**src/rtl/branch_sequencer.sv**
```systemverilog
// Multi-cycle FETCH/DECODE/EXEC/WB sequencer for the KGP-RISC core.
// Owns the PC, the {carry,sign} flag register and branch resolution.
module branch_sequencer #(
  parameter int PC_W = 32,
  parameter int OFF_W = 16,
  parameter logic [PC_W-1:0] RESET_PC = '0
) (
  input  logic            clk,
  input  logic            rst,
  output logic            imem_req,
  input  logic            imem_ack,
  output logic            ir_we,
  input  logic            is_branch,
  input  logic            is_link,
  input  logic            is_halt,
  input  logic [2:0]      br_type,
  input  logic            use_reg_target,
  input  logic [PC_W-1:0] reg_target,
  input  logic [OFF_W-1:0] imm_offset,
  input  logic            rf_wr_req,
  input  logic            alu_carry,
  input  logic [1:0]      alu_sign,
  input  logic            flags_we,
  output logic            alu_en,
  output logic            rf_we,
  output logic            link_we,
  output logic [PC_W-1:0] link_value,
  output logic [PC_W-1:0] pc,
  output logic            branch_taken,
  output logic            halted
);

  typedef enum logic [2:0] {
    S_FETCH  = 3'd0,
    S_DECODE = 3'd1,
    S_EXEC   = 3'd2,
    S_WB     = 3'd3,
    S_HALT   = 3'd4
  } state_t;

  localparam logic [PC_W-1:0] PC_STEP = PC_W'(4);

  state_t state_reg, state_next;

  logic [PC_W-1:0]  pc_reg;
  logic [PC_W-1:0]  link_value_reg;
  logic             carry_reg;
  logic [1:0]       sign_reg;
  logic             taken_reg;

  logic             is_branch_reg;
  logic             is_link_reg;
  logic [2:0]       br_type_reg;
  logic             use_reg_target_reg;
  logic [PC_W-1:0]  reg_target_reg;
  logic [OFF_W-1:0] imm_offset_reg;
  logic             rf_wr_req_reg;
  logic             flags_we_reg;

  logic             cond_met;
  logic             cond;
  logic [PC_W-1:0]  pc_plus4;
  logic [PC_W-1:0]  rel_target;
  logic [PC_W-1:0]  pc_wb_next;

  assign pc_plus4   = pc_reg + PC_STEP;
  assign rel_target = pc_plus4 + {{(PC_W-OFF_W){imm_offset_reg[OFF_W-1]}}, imm_offset_reg};
  assign pc_wb_next = taken_reg ? (use_reg_target_reg ? reg_target_reg : rel_target) : pc_plus4;

  // Condition is judged against the flags as they stood before this instruction.
  always_comb begin
    cond_met = 1'b0;
    case (br_type_reg)
      3'b110:  cond_met = 1'b1;
      3'b001:  cond_met = carry_reg;
      3'b010:  cond_met = ~carry_reg;
      3'b011:  cond_met = (sign_reg == 2'b01);
      3'b100:  cond_met = (sign_reg == 2'b10);
      3'b101:  cond_met = (sign_reg != 2'b10);
      default: cond_met = 1'b0;
    endcase
    cond = is_branch_reg & cond_met;
  end

  always_ff @(posedge clk or negedge rst) begin
    if (!rst) begin
      state_reg <= S_FETCH;
    end else begin
      state_reg <= state_next;
    end
  end

  always_comb begin
    state_next   = state_reg;
    imem_req     = 1'b0;
    ir_we        = 1'b0;
    alu_en       = 1'b0;
    rf_we        = 1'b0;
    link_we      = 1'b0;
    branch_taken = 1'b0;
    halted       = 1'b0;
    case (state_reg)
      S_FETCH: begin
        imem_req = 1'b1;
        if (imem_ack) begin
          ir_we      = 1'b1;
          state_next = S_DECODE;
        end
      end
      S_DECODE: state_next = is_halt ? S_HALT : S_EXEC;
      S_EXEC: begin
        alu_en     = 1'b1;
        state_next = S_WB;
      end
      S_WB: begin
        branch_taken = taken_reg;
        rf_we        = rf_wr_req_reg;
        link_we      = taken_reg & is_link_reg;
        state_next   = S_FETCH;
      end
      S_HALT:  halted = 1'b1;
      default: state_next = S_FETCH;
    endcase
  end

  always_ff @(posedge clk or negedge rst) begin
    if (!rst) begin
      pc_reg             <= RESET_PC;
      link_value_reg     <= '0;
      carry_reg          <= 1'b0;
      sign_reg           <= 2'b00;
      taken_reg          <= 1'b0;
      is_branch_reg      <= 1'b0;
      is_link_reg        <= 1'b0;
      br_type_reg        <= 3'b000;
      use_reg_target_reg <= 1'b0;
      reg_target_reg     <= '0;
      imm_offset_reg     <= '0;
      rf_wr_req_reg      <= 1'b0;
      flags_we_reg       <= 1'b0;
    end else begin
      case (state_reg)
        S_DECODE: begin
          is_branch_reg      <= is_branch;
          is_link_reg        <= is_link;
          br_type_reg        <= br_type;
          use_reg_target_reg <= use_reg_target;
          reg_target_reg     <= reg_target;
          imm_offset_reg     <= imm_offset;
          rf_wr_req_reg      <= rf_wr_req;
          flags_we_reg       <= flags_we;
        end
        S_EXEC: begin
          taken_reg <= cond;
          if (flags_we_reg) begin
            carry_reg <= alu_carry;
            sign_reg  <= alu_sign;
          end
          // Return address is ready by WB so link_value is valid alongside link_we.
          if (cond && is_link_reg) begin
            link_value_reg <= pc_plus4;
          end
        end
        S_WB: pc_reg <= pc_wb_next;
        default: ;
      endcase
    end
  end

  assign pc         = pc_reg;
  assign link_value = link_value_reg;

endmodule

```
**config.mk**
```make
export PLATFORM = sky130hd
export DESIGN_NAME = branch_sequencer
export DESIGN_NICKNAME = d
export VERILOG_FILES = /design/src/rtl/branch_sequencer.sv
export SDC_FILE = /design/constraint.sdc
export NUM_CORES = 1
export LEC_CHECK = 0
export ABC_AREA = 1
export ABC_CLOCK_PERIOD_IN_PS = 4400
export CAP_MARGIN = 20
export CORE_ASPECT_RATIO = 0.8
export CORE_MARGIN = 4
export CORE_UTILIZATION = 30
export DETAILED_ROUTE_END_ITERATION = 10
export PLACE_DENSITY_LB_ADDON = 0.05
export SLEW_MARGIN = 10
export SYNTH_ARGS = -nofsm -noshare
export SYNTH_HDL_FRONTEND = slang
export SYNTH_SLANG_ARGS = --single-unit
```
**constraint.sdc**
```tcl
create_clock -name clk -period 4.4 [get_ports clk]
set_input_delay 0.88 -clock clk [delete_from_list [all_inputs] [get_ports clk]]
set_output_delay 0.88 -clock clk [all_outputs]
set_load 0.005 [all_outputs]
```
==> impl_metrics.py <==
metrics = {
    "status": {
        "outcome": "completed",
    },
    "floorplan": {
        "coreArea_sq_um": 28420,
        "die_x_microns": 198.5,
        "start_util": 0.3065,
        "rows": 55,
        "pin_count": 134,
        "design.die.area_sq_um": 31840,
        "die_h_microns": 160.4,
    },
    "power_and_ir_drop": {
        "power.total_mw": 9.937,
        "vdd_drop_max_mv": 0.3249,
        "p_leak_nw": 5.654,
        "powerDensity_nw_per_um2": 888.0,
    },
    "clock_tree": {
        "cts.sinks": 127,
        "post_cts_buffers": 0,
        "cts_buffer_depth": 2,
        "clk_latency_ns": 0.43,
        "root_buffer": "clkbuf_16",
        "ctsResizeCount": 0,
        "htreeDepth": 4,
        "numCtsBuffers": 17,
        "cts_tree": "done",
        "clk_pin_slew_ns": 0.06,
        "postCtsHoldBufs": 0,
    },
    "synth": {
        "ys.warnings.count": 0,
        "synth_seq_area_share": 0.3648,
        "synthesis.area_sq_um": 8711,
        "postSynthAreaPerCell_sq_um": 7.070,
        "yosysMostFrequentCell": "nand2_1",
        "syn_nets": 1335,
        "ys_types": 44,
        "synth_edf_count": 0,
        "netlist_instances": 1232,
        "ys_seq_elements": 127,
        "synth_top_area_frac": 0.3648,
        "async_flop_share": 1.000,
        "synthTopCellsByCount": "nand2_1 (379), inv_1 (156), nor2_1 (145)",
        "synth.largest_area_cell": "dfrtp_1",
        "synth.area.top_cells": "dfrtp_1 (36%), nand2_1 (16%), inv_1 (6.7%)",
        "synth_ff_type": "dfrtp_1",
    },
    "routing": {
        "dr_wl_met2_mm": 11.51,
        "wirelength_mm": 30.25,
        "vias_per_cell": 4.630,
        "ant_nets": 0,
        "drt-initial-drc-count": 498,
        "num_vias": 8079,
        "post_drt_wl_per_cell_microns": 17.34,
        "wl_met3_mm": 1.338,
        "drc_errors": 0,
        "drt_pre_antenna_iters": 5,
        "maxUsedRoutingLayer": "met4",
        "route.layer.met1.wl_mm": 17.12,
    },
    "sta": {
        "maxSlewViolCount": 0,
        "rsz0062_at_grt": "no",
        "timing.fmax_mhz": 277.5,
        "tns_ns": 0,
        "fin_ws_ns": 0.7969,
        "fin_skew_ns": 0.006231,
        "setup_viol": 0,
        "fin_crit_sh": 0.8189,
        "finalHoldViolations": 0,
        "period_minus_slack_ns": 3.603,
        "relSlewSlack": 0.3288,
        "worst_pin_slew_ns": 1.007,
    },
    "cells_and_area": {
        "fillers": 3069,
        "area_growth_pct": 28.47,
        "seq_area_sq_um": 3178,
        "final_nets": 1465,
        "drive_above_1_share": 0.09753,
        "multi_input_area_sq_um": 4781,
    },
    "global_routing": {
        "grt_pass1_wl_mm": 46.93,
        "grt_max_degree": 82,
        "grt_antenna_before_repair": 0,
        "grt_usage": 0.1915,
        "overflow": 0,
        "grt_pass1_vias": 7859,
    },
    "critical_path": {
        "path_class": "reg2reg",
        "critPathMaxFanout": 5,
        "cp_data_arrival_time_ns": 3.89,
        "crit_path_start_kind": "flip-flop",
        "required_ns": 4.69,
        "end_kind": "flip-flop",
    },
    "placed_design": {
        "portBuffers": 133,
        "place_congestion": 0.8784,
        "hpwl_mm": 23.84,
        "dp_worst_setup_slack_ns": 0.9199,
    },
    "min_path": {
        "hp-class": "reg2reg",
    },
    "flow_run": {
        "maxCapViolCount": 0,
    },
}
cells in the final DEF, fill, tap and decap left out, types with 2 or more instances in the layout:
cell / n
nand2_1: 378
inv_1: 156
nor2_1: 145
clkdlybuf4s50_1: 132
dfrtp_1: 127
a21oi_1: 89
nand3_1: 59
o21ai_0: 41
ha_1: 39
mux2_2: 38
xor2_1: 23
clkbuf_16: 17
o21bai_1: 10
buf_4: 10
nand4_1: 8
nand2_2: 8
bufinv_16: 8
inv_2: 7
and2_1: 7
or2_2: 6
nor2_2: 6
a31oi_1: 5
a21oi_2: 4
o211ai_1: 4
nor3_1: 4
o21ai_1: 4
nor3_2: 4
nor2_4: 4
and3_1: 3
a22oi_1: 2
nand2_4: 2
xnor2_2: 2
and2_4: 2
clkinv_4: 2
inv_6: 2
cell type report:
class                      count  area share
clock buffer                  18     0.03924
sequential                   127      0.2840
clock inverter                13     0.02527
antenna                        1   0.0002236
inverter                     164     0.05512
tap                          370     0.04137
multi-input combinational    908      0.4272
timing repair buffer         144      0.1276
logic make-up (layout without fill, tap and decap cells):
logic type | Yosys count | after routing | synth area share
fa+ha+maj | 40 | 40 | 0.05832
simple gates | 643 | 643 | 0.3121
buf+inv | 197 | 339 | 0.08733
xor+xnor | 26 | 26 | 0.02787
other cells | 0 | 1 | 0
mux | 38 | 38 | 0.04912
flops | 127 | 127 | 0.3648
compound gates | 161 | 161 | 0.1004
path summary, 6_finish.rpt:
| kind | start | endpoint | slack [ns] | cells after the start |
|---|---|---|---|---|
| max reg2reg | pc[3] | pc[13] | 0.80 | 19 |
| max | pc[3] | pc[13] | 0.80 | 19 |
| min in group asynchronous | rst | link_value[0] | 0.52 | 1 |
| min reg2reg | link_value[22] | link_value[22] | 0.48 | 2 |
| max in group asynchronous | rst | reg_target_reg[25] | 3.08 | 2 |
| min | link_value[22] | link_value[22] | 0.48 | 2 |
through the flow:
| step | cells | util | instance area [sq um] | hold slack [ns] |
|---|---|---|---|---|
| detailed placement | 1713 | 0.3683 | 10470 | 0.4675 |
| global placement | 1713 | 0.3683 | 10470 | 0.4642 |
| CTS | 1744 | 0.3937 | 11190 | 0.4843 |
| floorplan | 1232 | - | 8711 | 0.4714 |
| finish | 1745 | 0.3937 | 11190 | 0.4772 |
| global route | 1744 | 0.3937 | 11190 | 0.5123 |
where the power goes:
part           switching (mW)  internal [mW]
Clock                   0.564           1.19
Combinational            3.55           2.34
Sequential              0.562           1.73
Total                    4.67           5.27
per-layer routing:
| layer | vias up | global-route usage |
|---|---|---|
| met5 | - | 0 |
| met4 | 0 | 0.03511 |
| met3 | 14 | 0.03020 |
| met2 | 185 | 0.2598 |
| met1 | 3720 | 0.3164 |
| li1 | 4160 | - |
worst max-delay path, stage by stage (launching register included):
cell     delay, ns
dfrtp_1       0.39
ha_1          0.19
nand2_1       0.10
inv_2         0.10
nand2_4       0.07
nor2_8        0.12
nand2_2       0.10
nor2_4        0.19
nor2_1        0.08
a21oi_2       0.28
ha_1          0.35
nand2_1       0.09
nand2_1       0.09
a21oi_1       0.24
inv_1         0.08
a21oi_1       0.11
nand2_1       0.15
xor2_1        0.17
o21ai_0       0.45
a21oi_1       0.12
Note: power is estimated with default switching activity, not from simulation.
==> edit (config.mk and constraints unchanged) <==
`PC_W`: 32 -> 64.
--- a/src/rtl/branch_sequencer.sv
+++ b/src/rtl/branch_sequencer.sv
@@ -1,7 +1,7 @@
 // Multi-cycle FETCH/DECODE/EXEC/WB sequencer for the KGP-RISC core.
 // Owns the PC, the {carry,sign} flag register and branch resolution.
 module branch_sequencer #(
-  parameter int PC_W = 32,
+  parameter int PC_W = 64,
   parameter int OFF_W = 16,
   parameter logic [PC_W-1:0] RESET_PC = '0
 ) (
Ports: changed (resized link_value, pc and reg_target); port bits go from 134 to 230. The function was not compared with the original's and may differ.
==> edit against the unedited design <==
Fmax is 16% lower; clock power is 49% higher; total power is 120% higher; synthesized area is 100% higher; final area is 100% higher; combinational power grew to 2.5 times the old value; routed wire length grew to 2.7 times the old value; worst setup slack worse by 690 ps; sequential cell count is 96 higher; largest cell class unchanged; largest power group unchanged.
==> edit: results (changes against the unedited design) <==
| Metric | Value |
|---|---|
| M3 GR Usage | 3.54% (+0.52 points) |
| Max incr delay on CP | 560 ps (+110 ps) |
| Layout cells sized above 1 | 9.00% (-0.75 points) |
| Antenna violations before repair | 2 (+2) |
| Outcome | complete, no violations |
| Fillers | 6,296 (+110%) |
| Met2 wire len | 30,100 um (+160%) |
| Clock Skew | 26.8 ps (+20.6 ps) |
| GRT Util Overall | 25.3% (+6.2 points) |
| P_seq | 4.00 mW (+75%) |
| Pint | 9.83 mW (+87%) |
| Combinational power | 14.9 mW (+150%) |
| Worst vdd ir | 0.000504 V (+55%) |
| TritonCTS buffer count | 28 (+11) |
| H-tree Lvls | 1 (-3) |
| Final net count | 3,218 (+120%) |
| PortBufs | 229 (+72%) |
| R2R Setup Slk | 110 ps (-690 ps) |
| Capturing point of the worst reg2reg path | pc[32] |
| Largest net degree at the start of global routing | 92 (+12%) |
| Synth area leaders | dfrtp_1 (32%), nand2_1 (20%), inv_1 (9.7%) |
| Met2 usage | 33.8% (+7.9 points) |
| Hold crit path type | primary input to asynchronous set/reset pin |
| Place WS | -140 ps (-1060 ps) |
| Clk_lat worst skew | 600 ps (+170 ps) |
| Met1 wire length | 43,200 um (+150%) |
| Post-DP Area | 21,300 um2 (+100%) |
| PD cells | 961 nW/um2 (+8.2%) |
| Syn Nets | 2,937 (+120%) |
| DRT iter0 DRCs | 1,511 (+200%) |
| DRT Pass-1 Iters | 6 (+1) |
| Pleak | 11.9 nW (+110%) |
| Highest-delay cell along the critical path | o21ai_1 |
| DP Wirelength | 66,700 um (+180%) |
[edit: how the worst max path moves through the flow]
stage / start / to / slack [ps] / cells past startpoint
global route: pc[50] / pc[58] / 2 / 20
finish: pc[3] / pc[32] / 110 / 18
floorplan: pc[2] / pc[47] / 1270 / 23
global placement: pc[3] / pc[32] / -190 / 20
detailed placement: pc[3] / pc[32] / -140 / 20
CTS: pc[3] / pc[47] / 60 / 23
[edit: layout make-up]
class                   count  area [um2]  area share, %
multi-input cells        1995       10000           44.7
flip-flops and latches    223        5580           24.9
repair buffers            323        3040           13.6
inverters                 473        1780           7.92
well taps                 769         962           4.29
clock buffers              37         805           3.59
clock inverters            15         239           1.07
diodes                      1        2.50         0.0112
[edit: logic make-up after synthesis]
| kind of cell | synth area share [%] |
|---|---|
| and+or+nand+nor | 34.5 |
| buffers and inverters | 11.7 |
| AOI/OAI and AO/OA | 11.2 |
| DFF | 31.7 |
| adders and majority gates | 5.65 |
| xor gates and xnor gates | 3.68 |
| muxes | 1.60 |
[edit: what timing repair did]
action,in CTS,in global routing
endpoints found under the setup margin,3,14
endpoints found under the hold margin,0,0
setup buffers,0,2
resized for setup,3,6
pin swaps,0,1
hold buffers,0,0
[edit: critical path, delay by kind of cell (launching register included)]
kind	cells	cell delay [ps]
buffers and inverters	3	390
adders and majority gates	2	720
AOI/OAI and AO/OA	2	760
xor gates and xnor gates	2	350
and+or+nand+nor	9	1410
DFF	1	460
[edit: per-stage QoR]
stage | power (mW) | util (%) | instances
floorplan | 12.5 | - | 2763
global placement | 18.8 | 36.7 | 3781
detailed placement | 18.7 | 36.7 | 3781
CTS | 21.5 | 38.5 | 3833
global route | 23.4 | 38.6 | 3835
finish | 21.6 | 38.6 | 3836
